$ cat src/rtl/mc_ctrl_pkg.sv
// Shared encodings for the multi-cycle MIPS main control FSM: states, opcodes,
// mux selects and the packed control word produced by the decode table.
package mc_ctrl_pkg;

   localparam int unsigned STATE_W = 4;
   localparam int unsigned OP_W    = 6;

   typedef enum logic [STATE_W-1:0] {
      ST_IDLE  = 4'd0,
      ST_IF    = 4'd1,
      ST_ID    = 4'd2,
      ST_MADDR = 4'd3,
      ST_MRD   = 4'd4,
      ST_MWB   = 4'd5,
      ST_MWR   = 4'd6,
      ST_REXE  = 4'd7,
      ST_RWB   = 4'd8,
      ST_BEQ   = 4'd9,
      ST_JMP   = 4'd10,
      ST_IEXE  = 4'd11,
      ST_IWB   = 4'd12,
      ST_END   = 4'd13
   } state_e;

   localparam logic [OP_W-1:0] OP_RTYPE = 6'h00;
   localparam logic [OP_W-1:0] OP_J     = 6'h02;
   localparam logic [OP_W-1:0] OP_BEQ   = 6'h04;
   localparam logic [OP_W-1:0] OP_ADDI  = 6'h08;
   localparam logic [OP_W-1:0] OP_LW    = 6'h23;
   localparam logic [OP_W-1:0] OP_SW    = 6'h2B;

   localparam logic [1:0] SRCB_B      = 2'b00;
   localparam logic [1:0] SRCB_FOUR   = 2'b01;
   localparam logic [1:0] SRCB_IMM    = 2'b10;
   localparam logic [1:0] SRCB_IMM_S2 = 2'b11;

   localparam logic [1:0] ALUOP_ADD   = 2'b00;
   localparam logic [1:0] ALUOP_SUB   = 2'b01;
   localparam logic [1:0] ALUOP_FUNCT = 2'b10;

   localparam logic [1:0] PCSRC_ALU    = 2'b00;
   localparam logic [1:0] PCSRC_ALUOUT = 2'b01;
   localparam logic [1:0] PCSRC_JUMP   = 2'b10;

   typedef struct packed {
      logic       ir_write;
      logic       pc_write;
      logic       pc_write_cond;
      logic       iord;
      logic       mem_read;
      logic       mem_write;
      logic       mem_to_reg;
      logic       reg_dst;
      logic       reg_write;
      logic       alu_src_a;
      logic [1:0] alu_src_b;
      logic [1:0] alu_op;
      logic [1:0] pc_source;
      logic       illegal_op;
   } ctrl_t;

   function automatic logic is_legal_op(input logic [OP_W-1:0] op);
      return (op == OP_RTYPE) || (op == OP_J) || (op == OP_BEQ) ||
             (op == OP_ADDI) || (op == OP_LW) || (op == OP_SW);
   endfunction

endpackage

$ cat src/rtl/mc_ctrl_decode.sv
// Combinational state -> control-signal table. Only the fetch state looks at
// mem_ready (IR/PC load); ID flags unsupported opcodes.
module mc_ctrl_decode
   import mc_ctrl_pkg::*;
(
   input  logic [STATE_W-1:0] state,
   input  logic [OP_W-1:0]    opcode,
   input  logic               mem_ready,
   output ctrl_t              ctrl
);

   always_comb begin
      ctrl = '0;
      case (state_e'(state))
         ST_IF: begin
            ctrl.mem_read  = 1'b1;
            ctrl.alu_src_b = SRCB_FOUR;
            ctrl.alu_op    = ALUOP_ADD;
            ctrl.pc_source = PCSRC_ALU;
            ctrl.ir_write  = mem_ready;
            ctrl.pc_write  = mem_ready;
         end
         ST_ID: begin
            ctrl.alu_src_b  = SRCB_IMM_S2;
            ctrl.alu_op     = ALUOP_ADD;
            ctrl.illegal_op = ~is_legal_op(opcode);
         end
         ST_MADDR, ST_IEXE: begin
            ctrl.alu_src_a = 1'b1;
            ctrl.alu_src_b = SRCB_IMM;
            ctrl.alu_op    = ALUOP_ADD;
         end
         ST_MRD: begin
            ctrl.mem_read = 1'b1;
            ctrl.iord     = 1'b1;
         end
         ST_MWB: begin
            ctrl.reg_write  = 1'b1;
            ctrl.mem_to_reg = 1'b1;
         end
         ST_MWR: begin
            ctrl.mem_write = 1'b1;
            ctrl.iord      = 1'b1;
         end
         ST_REXE: begin
            ctrl.alu_src_a = 1'b1;
            ctrl.alu_src_b = SRCB_B;
            ctrl.alu_op    = ALUOP_FUNCT;
         end
         ST_RWB: begin
            ctrl.reg_write = 1'b1;
            ctrl.reg_dst   = 1'b1;
         end
         ST_BEQ: begin
            ctrl.alu_src_a     = 1'b1;
            ctrl.alu_src_b     = SRCB_B;
            ctrl.alu_op        = ALUOP_SUB;
            ctrl.pc_write_cond = 1'b1;
            ctrl.pc_source     = PCSRC_ALUOUT;
         end
         ST_JMP: begin
            ctrl.pc_write  = 1'b1;
            ctrl.pc_source = PCSRC_JUMP;
         end
         ST_IWB: begin
            ctrl.reg_write = 1'b1;
         end
         default: ctrl = '0;
      endcase
   end

endmodule

$ cat config.mk
export PLATFORM = sky130hd
export DESIGN_NAME = mc_ctrl_decode
export DESIGN_NICKNAME = d
export VERILOG_FILES = /design/src/rtl/mc_ctrl_pkg.sv /design/src/rtl/mc_ctrl_decode.sv
export SDC_FILE = /design/constraint.sdc
export NUM_CORES = 1
export LEC_CHECK = 0
export ABC_CLOCK_PERIOD_IN_PS = 3100
export CORE_AREA = 2 2 39 41
export DETAILED_ROUTE_END_ITERATION = 6
export DIE_AREA = 0 0 41 43
export SYNTH_ARGS = -nofsm -noshare
export SYNTH_HDL_FRONTEND = slang
export SYNTH_SLANG_ARGS = --single-unit
$ cat constraint.sdc
create_clock -name vclk -period 3.1
set_clock_uncertainty 0.1 [all_clocks]
set_input_delay 0.62 -clock vclk [all_inputs]
set_output_delay 0.62 -clock vclk [all_outputs]
set_load 0.01 [all_outputs]
* Word-level counts from Yosys, hierarchy flattened
Index checks and enable logic that the tools add are counted.
Cells by class: eq/ne operators 17, muxes and demuxes 13, bitwise operators 1, reductions and logical operators 11
Operators by type and width (count):
- 4-bit equality test (second input constant) | 5
- 4-bit case mux with 5 select lines | 1
- 4-bit by 3-bit equality test with 1-bit output (second input constant) | 4
- 6-bit equality test (second input constant) | 2
- 1-bit two-way mux | 10
- 4-bit by 2-bit equality test with 1-bit output (second input constant) | 2
- 6-bit by 2-bit equality test with 1-bit output (second input constant) | 1
- 6-bit by 3-bit equality test with 1-bit output (second input constant) | 1
- 6-bit by 4-bit equality test with 1-bit output (second input constant) | 1
- 6-bit zero test | 1
- 2-bit OR reduction | 3
- 1-bit logical OR | 5
- 4-bit by 1-bit equality test with 1-bit output (second input constant) | 1
- 2-bit case mux with 2 select lines | 1
- 4-bit OR reduction | 1
- 3-bit OR reduction | 1
- 1-bit case mux with 2 select lines | 1
- 1-bit inverter | 1
Word-level totals: register bits 0, input bits 11, word-level logic and storage cells 42

* Logic depth before layout (Yosys ltp)
Gate-level depths: netlist of the first run.
word-level depth 8, gate-level depth with buffers 4, mapped depth without buffers 3

* Worst setup path before layout of the first run
No wires, ideal clock.
path kind input to output, start point input port state[0], end point output port ctrl[0] (netlist name), arrival time 1.369 ns, required time 2.380 ns, setup slack 1.011 ns, stages on the path 3, buffers on the path 1, path through buf_6 > nand2b_1 > a2111oi_2
RTL lines:
- start: declaration | RTL line mc_ctrl_decode.sv:6 | input logic [STATE_W-1:0] state,
- end: declaration | RTL line mc_ctrl_decode.sv:9 | output ctrl_t ctrl

==> metrics, run 1 <==
worst path bufs/invs=3; Top delay family on crit path=buffers and inverters; final hold violation count=0; Area Overhead vs Synth=130%; largest net degree at the start of global routing=10; PostCTS Resize Cnt=0; placed inst area=557 µm²; VDD IR max=0.0000504 V; first-pass GRT wire length=1230 µm; status=complete, no violations; buffers added on ports=28; Max Cap Viol=0; Layout Utilization=40.4%; CLK BUF=0; LEAKAGE=0.228 nW; Post-route DRC=0; Overflow after GRT=0; unique cell type count in the Yosys netlist=22; Max stage delay on crit path=520 ps; cell row count=14; initial antenna violation count=0; initial core utilization=17.5%; Tcrit/Tclk final=96.0%; Vias per Instance=4.24; fin cells=78; worst-margin pin slew=272 ps; Mean Syn Cell Area=7.59 µm²; Synth area leader=nand2b_4; Post-CTS Setup Bufs=0; I/O pin cnt=28; Starting DRT DRC Count=3; vias in the first global route=319; gpl congestion=0.573; share of cells above drive strength 1=17.7%; largest cells by area after synthesis=nand2b_4 11%, nor2_1 11%, nor4b_4 9.8%; area share of the largest cell type after synthesis=11.3%; most frequent CP cell=clkdlybuf4s50_1; die area=1760 µm²; nets@finish=75; CP Max Fanout=5; HP Class=in2out; DRT Pass-1 Iters=4; Syn Nets=43; final wirelength=753 µm; slowest cell on the critical path=clkdlybuf4s50_1; Tmin final=2970 ps; Cells after Synth=32; Slew Viols, Final=0; yosys warns=0; core area=1380 µm²; critical path class=in2out; sequential standard cell area=0 µm²; CP Data Arrival Time=2250 ps; Die Height=43 µm; post-route setup TNS=0 ps; Final setup viols=0; DR vias=331; CP endpoint kind=output port; Post-CTS Hold Buffers=0; Startpoint Class=input pin; Slew HR=81.7%; average routed wire per standard cell=9.65 µm; Cell Pwr Density=114 nW/µm²; post-layout instance area=559 µm²; critical-path cell list=clkdlybuf4s50_1 > buf_4 > nand2b_4 > nor4b_4 > or2_1 > clkdlybuf4s50_1; sequential share of the synthesized area=0%; Total GRT Usage=9.29%; Ant. Diodes=0; die width=41 µm; sequential cell count=0; Mapped Area=243 µm²; Worst EP required=2380 ps; RSZ-0062 raised after global routing=false; Fmax=336 MHz; post-route ant nets=0; Final HPWL DP=646 µm; # placed instances=78
==> report_power, final <==
| group | internal, mW | switching (mW) | leakage [nW] |
|---|---|---|---|
| logic | 0.0391 | 0.0245 | 0.228 |
| clock network | 0 | 0 | 0 |
| registers | 0 | 0 | 0 |
| total | 0.0391 | 0.0245 | 0.228 |
==> Yosys cell counts <==
library cell,n
xnor2_1,1
nand4b_1,1
nand2b_1,3
a211oi_1,1
inv_1,1
buf_6,1
nor4b_4,1
nor3b_1,1
or2_1,1
buf_4,1
and3_1,1
a21oi_1,1
nand2b_4,2
maj3_2,1
nor2_1,7
o31ai_1,1
nor2b_1,1
and2b_1,1
buf_2,1
a2111oi_2,1
nor3_1,2
a21boi_2,1
==> worst min-delay path, cell delays in order <==
cell and delay [ps]:
clkdlybuf4s50_1 400, inv_1 70, a2111oi_2 60, dlymetal6s2s_1 170
==> cell type report <==
class              instances  area (µm²)
well taps                 16        20.0
inverters                  1        3.75
multi-input cells         28         215
repair buffers            33         320
fillers                  165         825
==> cells in the final DEF, fill, tap and decap left out, types with 2 or more instances in the layout <==
cell type / Yosys / routed
buf_4: 1 / 5
nand2b_1: 3 / 3
nor3_1: 2 / 2
nand2b_4: 2 / 2
nor2_1: 7 / 7
clkdlybuf4s50_1: 0 / 27
==> stage by stage <==
stage	setup slack, ps	total power, mW	hold slack (ps)
after global placement	93.9	0.0638	2130
after CTS	44.1	0.0648	2140
after floorplan	1010	0.0269	1170
after global routing	6.45	0.0691	1890
final	125	0.0636	1840
after detailed placement	46.6	0.0643	2140
==> cell families after synthesis <==
group / count (synthesis) / share of synthesized area [%]
compound gates: 5 / 19.1
xor+xnor: 1 / 3.61
fa+ha+maj: 1 / 4.64
buf+inv: 4 / 11.3
simple gates: 21 / 61.4
==> final timing paths <==
| kind | from | to | slack, ps | cells after the start |
|---|---|---|---|---|
| max | state[0] | ctrl[15] | 130 | 6 |
| min | opcode[4] | ctrl[0] | 1840 | 4 |
==> metal layers <==
layer | GRT usage, % | routed length [µm] | part of all wire (%) | vias to the layer above
li1 | - | - | - | 172
met5 | 0 | 0 | 0 | -
met4 | 0 | 0 | 0 | 0
met1 | 12.0 | 326 | 43 | 138
met2 | 16.6 | 340 | 45 | 21
met3 | 1.05 | 86 | 11 | 0
No activity file was read; power rests on OpenSTA's default activity.
==> run 2, diff against run 1 <==
- ABC_CLOCK_PERIOD_IN_PS: 3100 -> 2700
- clock period: 3.1 -> 2.7 ns (I/O delays scaled with it)
==> metrics, run 2 (same netlist as run 1, synthesis figures left out) <==
RSZ-0062 raised after global routing=false; Startpoint Class=input pin; Post-CTS Hold Buffers=0; die width=41 µm; DRT Pass-1 Iters=2; Post-CTS Setup Bufs=0; Starting DRT DRC Count=3; largest net degree at the start of global routing=10; VDD IR max=0.0000573 V; final hold violation count=0; post-route setup TNS=0 ps; Slew HR=82.7%; Fmax=383 MHz; post-route ant nets=0; Total GRT Usage=9.39%; share of cells above drive strength 1=24.2%; fin cells=82; initial core utilization=17.5%; core area=1380 µm²; buffers added on ports=28; final wirelength=771 µm; area occupied by multi-input gates=215 µm²; nets@finish=79; worst-margin pin slew=258 ps; CLK BUF=0; gpl congestion=0.572; DR vias=338; Worst EP required=2060 ps; average routed wire per standard cell=9.40 µm; Vias per Instance=4.12; sequential standard cell area=0 µm²; die area=1760 µm²; Hold Path Cell Cnt=4; Tcrit/Tclk final=96.8%; Slew Viols, Final=0; Tmin final=2610 ps; Fill cells=154; commonest cells after routing, fill and taps aside=20 x clkdlybuf4s50_1, 8 x buf_4, 7 x nor2_1, 4 x dlymetal6s2s_1; cell row count=14; Final setup viols=0; status=complete, no violations; vias in the first global route=327; I/O pin cnt=28; HP Start=state[2]; first-pass GRT wire length=1270 µm; sequential cell count=0; Tot Pwr=75.6 µW; commonest non-fill, non-tap cell in the layout=clkdlybuf4s50_1; CP Data Arrival Time=1970 ps; initial antenna violation count=0; placed inst area=587 µm²; Post-route DRC=0; Final HPWL DP=661 µm; Die Height=43 µm; LEAKAGE=0.306 nW; critical path class=in2out; CP Max Fanout=9; Overflow after GRT=0; Max Cap Viol=0; Worst Hold End=ctrl[0]; CP endpoint kind=output port; # placed instances=82; Ant. Diodes=0; post-layout instance area=592 µm²; Area Overhead vs Synth=144%; HP Class=in2out; Cell Pwr Density=128 nW/µm²
-- run 2: cell count changes in the layout (fill, tap and decap cells not counted), sizes merged --
cell / change
clkdlybuf4s50: -7
dlygate4sd2: +3
clkbuf: +1
buf: +4
dlymetal6s2s: +3
-- run 2: cell type report --
type	count	share of cell area (%)
inverter	1	0.634
multi-input combinational	28	36.4
timing repair buffer	37	59.6
tap	16	3.38
-- run 2: worst max-delay path by stage --
stage | end | from | slack [ps] | cells past startpoint
final | ctrl[8] | state[3] | 90 | 6
after global routing | ctrl[1] | state[1] | 4 | 5
after CTS | ctrl[5] | state[1] | 20 | 4
after detailed placement | ctrl[0] | opcode[2] | -180 | 5
after global placement | ctrl[0] | opcode[1] | -150 | 5
after floorplan | ctrl[0] | state[0] | 770 | 3
-- run 2: timing repair --
action                                 in CTS  in global routing
endpoints found under the hold margin       0                  0
setup endpoints to repair                  10                  7
gates resized for setup                     4                  7
-- run 2: metal layers --
layer  GRT usage [%]  wire [µm]
met3            1.05        108
met5               0          0
met4               0          0
met2            16.9        337
met1            12.0        324
-- run 2: where the power goes --
group          internal (mW)  total (mW)  switching [mW]
sequential                 0           0               0
clock                      0           0               0
combinational         0.0466      0.0756          0.0290
-- run 2: worst max-delay path, stage by stage --
cell and delay [ps]:
clkdlybuf4s50_1 470, buf_6 150, and2b_1 150, a21oi_1 40, nor2_1 90, clkdlybuf4s50_1 540
-- run 2: through the flow --
step,setup WS (ps),hold WS [ps],util (%)
2_1_floorplan,771,1010,-
3_3_place_gp,-147,1960,42.4
3_5_place_dp,-183,1980,42.4
4_1_cts,19.5,1750,42.0
5_1_grt,3.51,1630,42.8
6_report,86.2,1580,42.8
==> run 3, diff against run 2 <==
- ABC_CLOCK_PERIOD_IN_PS: 2700 -> 2300
- CAP_MARGIN: default -> 20
- clock period: 2.7 -> 2.3 ns (I/O delays scaled with it)
==> metrics, run 3 (same netlist as run 1, synthesis figures left out) <==
placed inst area=587 µm²; Post-CTS Hold Buffers=0; commonest cells after routing, fill and taps aside=16 x dlygate4sd2_1, 9 x buf_4, 7 x nor2_1, 6 x clkdlybuf4s50_1; slowest cell on the critical path=clkdlybuf4s50_1; HP Start=opcode[1]; Worst Hold End=ctrl[0]; buffers added on ports=28; HP Class=in2out; Slew Viols, Final=0; CLK BUF=0; Overflow after GRT=0; Final setup viols=0; worst path bufs/invs=2; DRT Pass-1 Iters=3; gpl congestion=0.572; Tmin final=2230 ps; Tcrit/Tclk final=96.9%; Total GRT Usage=9.29%; post-layout instance area=582 µm²; Area Overhead vs Synth=140%; Startpoint Class=input pin; die width=41 µm; first-pass GRT wire length=1250 µm; Ant. Diodes=0; sequential cell count=0; critical path class=in2out; die area=1760 µm²; CP endpoint kind=output port; CP Max Fanout=4; CP Data Arrival Time=1670 ps; Top delay family on crit path=buffers and inverters; Fmax=449 MHz; initial antenna violation count=0; post-route ant nets=0; commonest non-fill, non-tap cell in the layout=dlygate4sd2_1; Slew HR=81.6%; worst-margin pin slew=274 ps; status=complete, no violations; post-route setup TNS=0 ps; Layout Utilization=42.0%; final hold violation count=0; share of cells above drive strength 1=27.3%; RSZ-0062 raised after global routing=true; average routed wire per standard cell=9.85 µm; LEAKAGE=0.325 nW; Worst EP required=1740 ps; Cell Pwr Density=146 nW/µm²; I/O pin cnt=28; Max Cap Viol=0; critical-path cell list=clkdlybuf4s50_1 > nand2b_1 > a211oi_1 > dlygate4sd2_1; Starting DRT DRC Count=2; DR vias=332; Vias per Instance=4.05; Post-CTS Setup Bufs=0; vias in the first global route=309; Final HPWL DP=661 µm; largest net degree at the start of global routing=10; final wirelength=808 µm; cell row count=14; VDD IR max=0.0000641 V; core area=1380 µm²; Post-route DRC=0; nets@finish=79; Tot Pwr=84.7 µW; sequential standard cell area=0 µm²; Max stage delay on crit path=500 ps; Die Height=43 µm; initial core utilization=17.5%; Fill cells=153; Hold Path Cell Cnt=5
==> run 3: cell count changes in the layout (fill, tap and decap cells not counted) <==
| cell | before | now |
|---|---|---|
| dlygate4sd2_1 | 3 | 16 |
| a2111oi_4 | 0 | 1 |
| clkdlybuf4s15_1 | 0 | 1 |
| buf_6 | 1 | 0 |
| clkdlybuf4s50_1 | 20 | 6 |
| o31ai_2 | 0 | 1 |
| buf_4 | 8 | 9 |
| buf_2 | 0 | 1 |
| o31ai_1 | 1 | 0 |
| dlymetal6s2s_1 | 4 | 3 |
| a2111oi_2 | 1 | 0 |
==> run 3: where the power goes <==
| group | switching (mW) | internal (mW) | leakage, nW |
|---|---|---|---|
| combinational | 0.0363 | 0.0485 | 0.325 |
| sequential | 0 | 0 | 0 |
| clock | 0 | 0 | 0 |
==> run 3: timing repair <==
action | 4_1_cts | 5_1_grt
endpoints found under the setup margin | 17 | 3
hold endpoints to repair | 0 | 0
pin swaps | 1 | 3
gates resized for setup | 22 | 8
==> run 3: worst max path at each step <==
stage,start,to,slack (ps),cells after the start
2_1_floorplan,state[0],ctrl[0],530,3
3_3_place_gp,opcode[1],ctrl[0],-390,5
3_5_place_dp,opcode[2],ctrl[0],-420,5
4_1_cts,opcode[1],ctrl[0],10,5
5_1_grt,state[3],ctrl[6],-0.2,5
6_report,state[1],ctrl[5],70,4
==> run 3: layout make-up <==
type | instances | area, µm² | share of cell area, %
multi-input combinational | 28 | 233 | 40.0
timing repair buffer | 37 | 325 | 55.9
tap | 16 | 20.0 | 3.44
inverter | 1 | 3.75 | 0.645
==> run 3: stage by stage <==
step	hold WS (ps)	instances	worst slack [ps]
floorplan	848	32	531
global placement	1800	82	-387
detailed placement	1820	82	-423
CTS	1450	82	12.1
global route	1410	82	-0.202
finish	1370	82	72.1
==> run 3: layer usage <==
metal  track usage [%]  vias up  wire (µm)  part of all wire [%]
met3              1.05        0        108                    13
met4                 0        0          0                     0
li1                  -      180          -                     -
met2              16.6       19        356                    44
met5                 0        -          0                     0
met1              12.0      133        343                    42
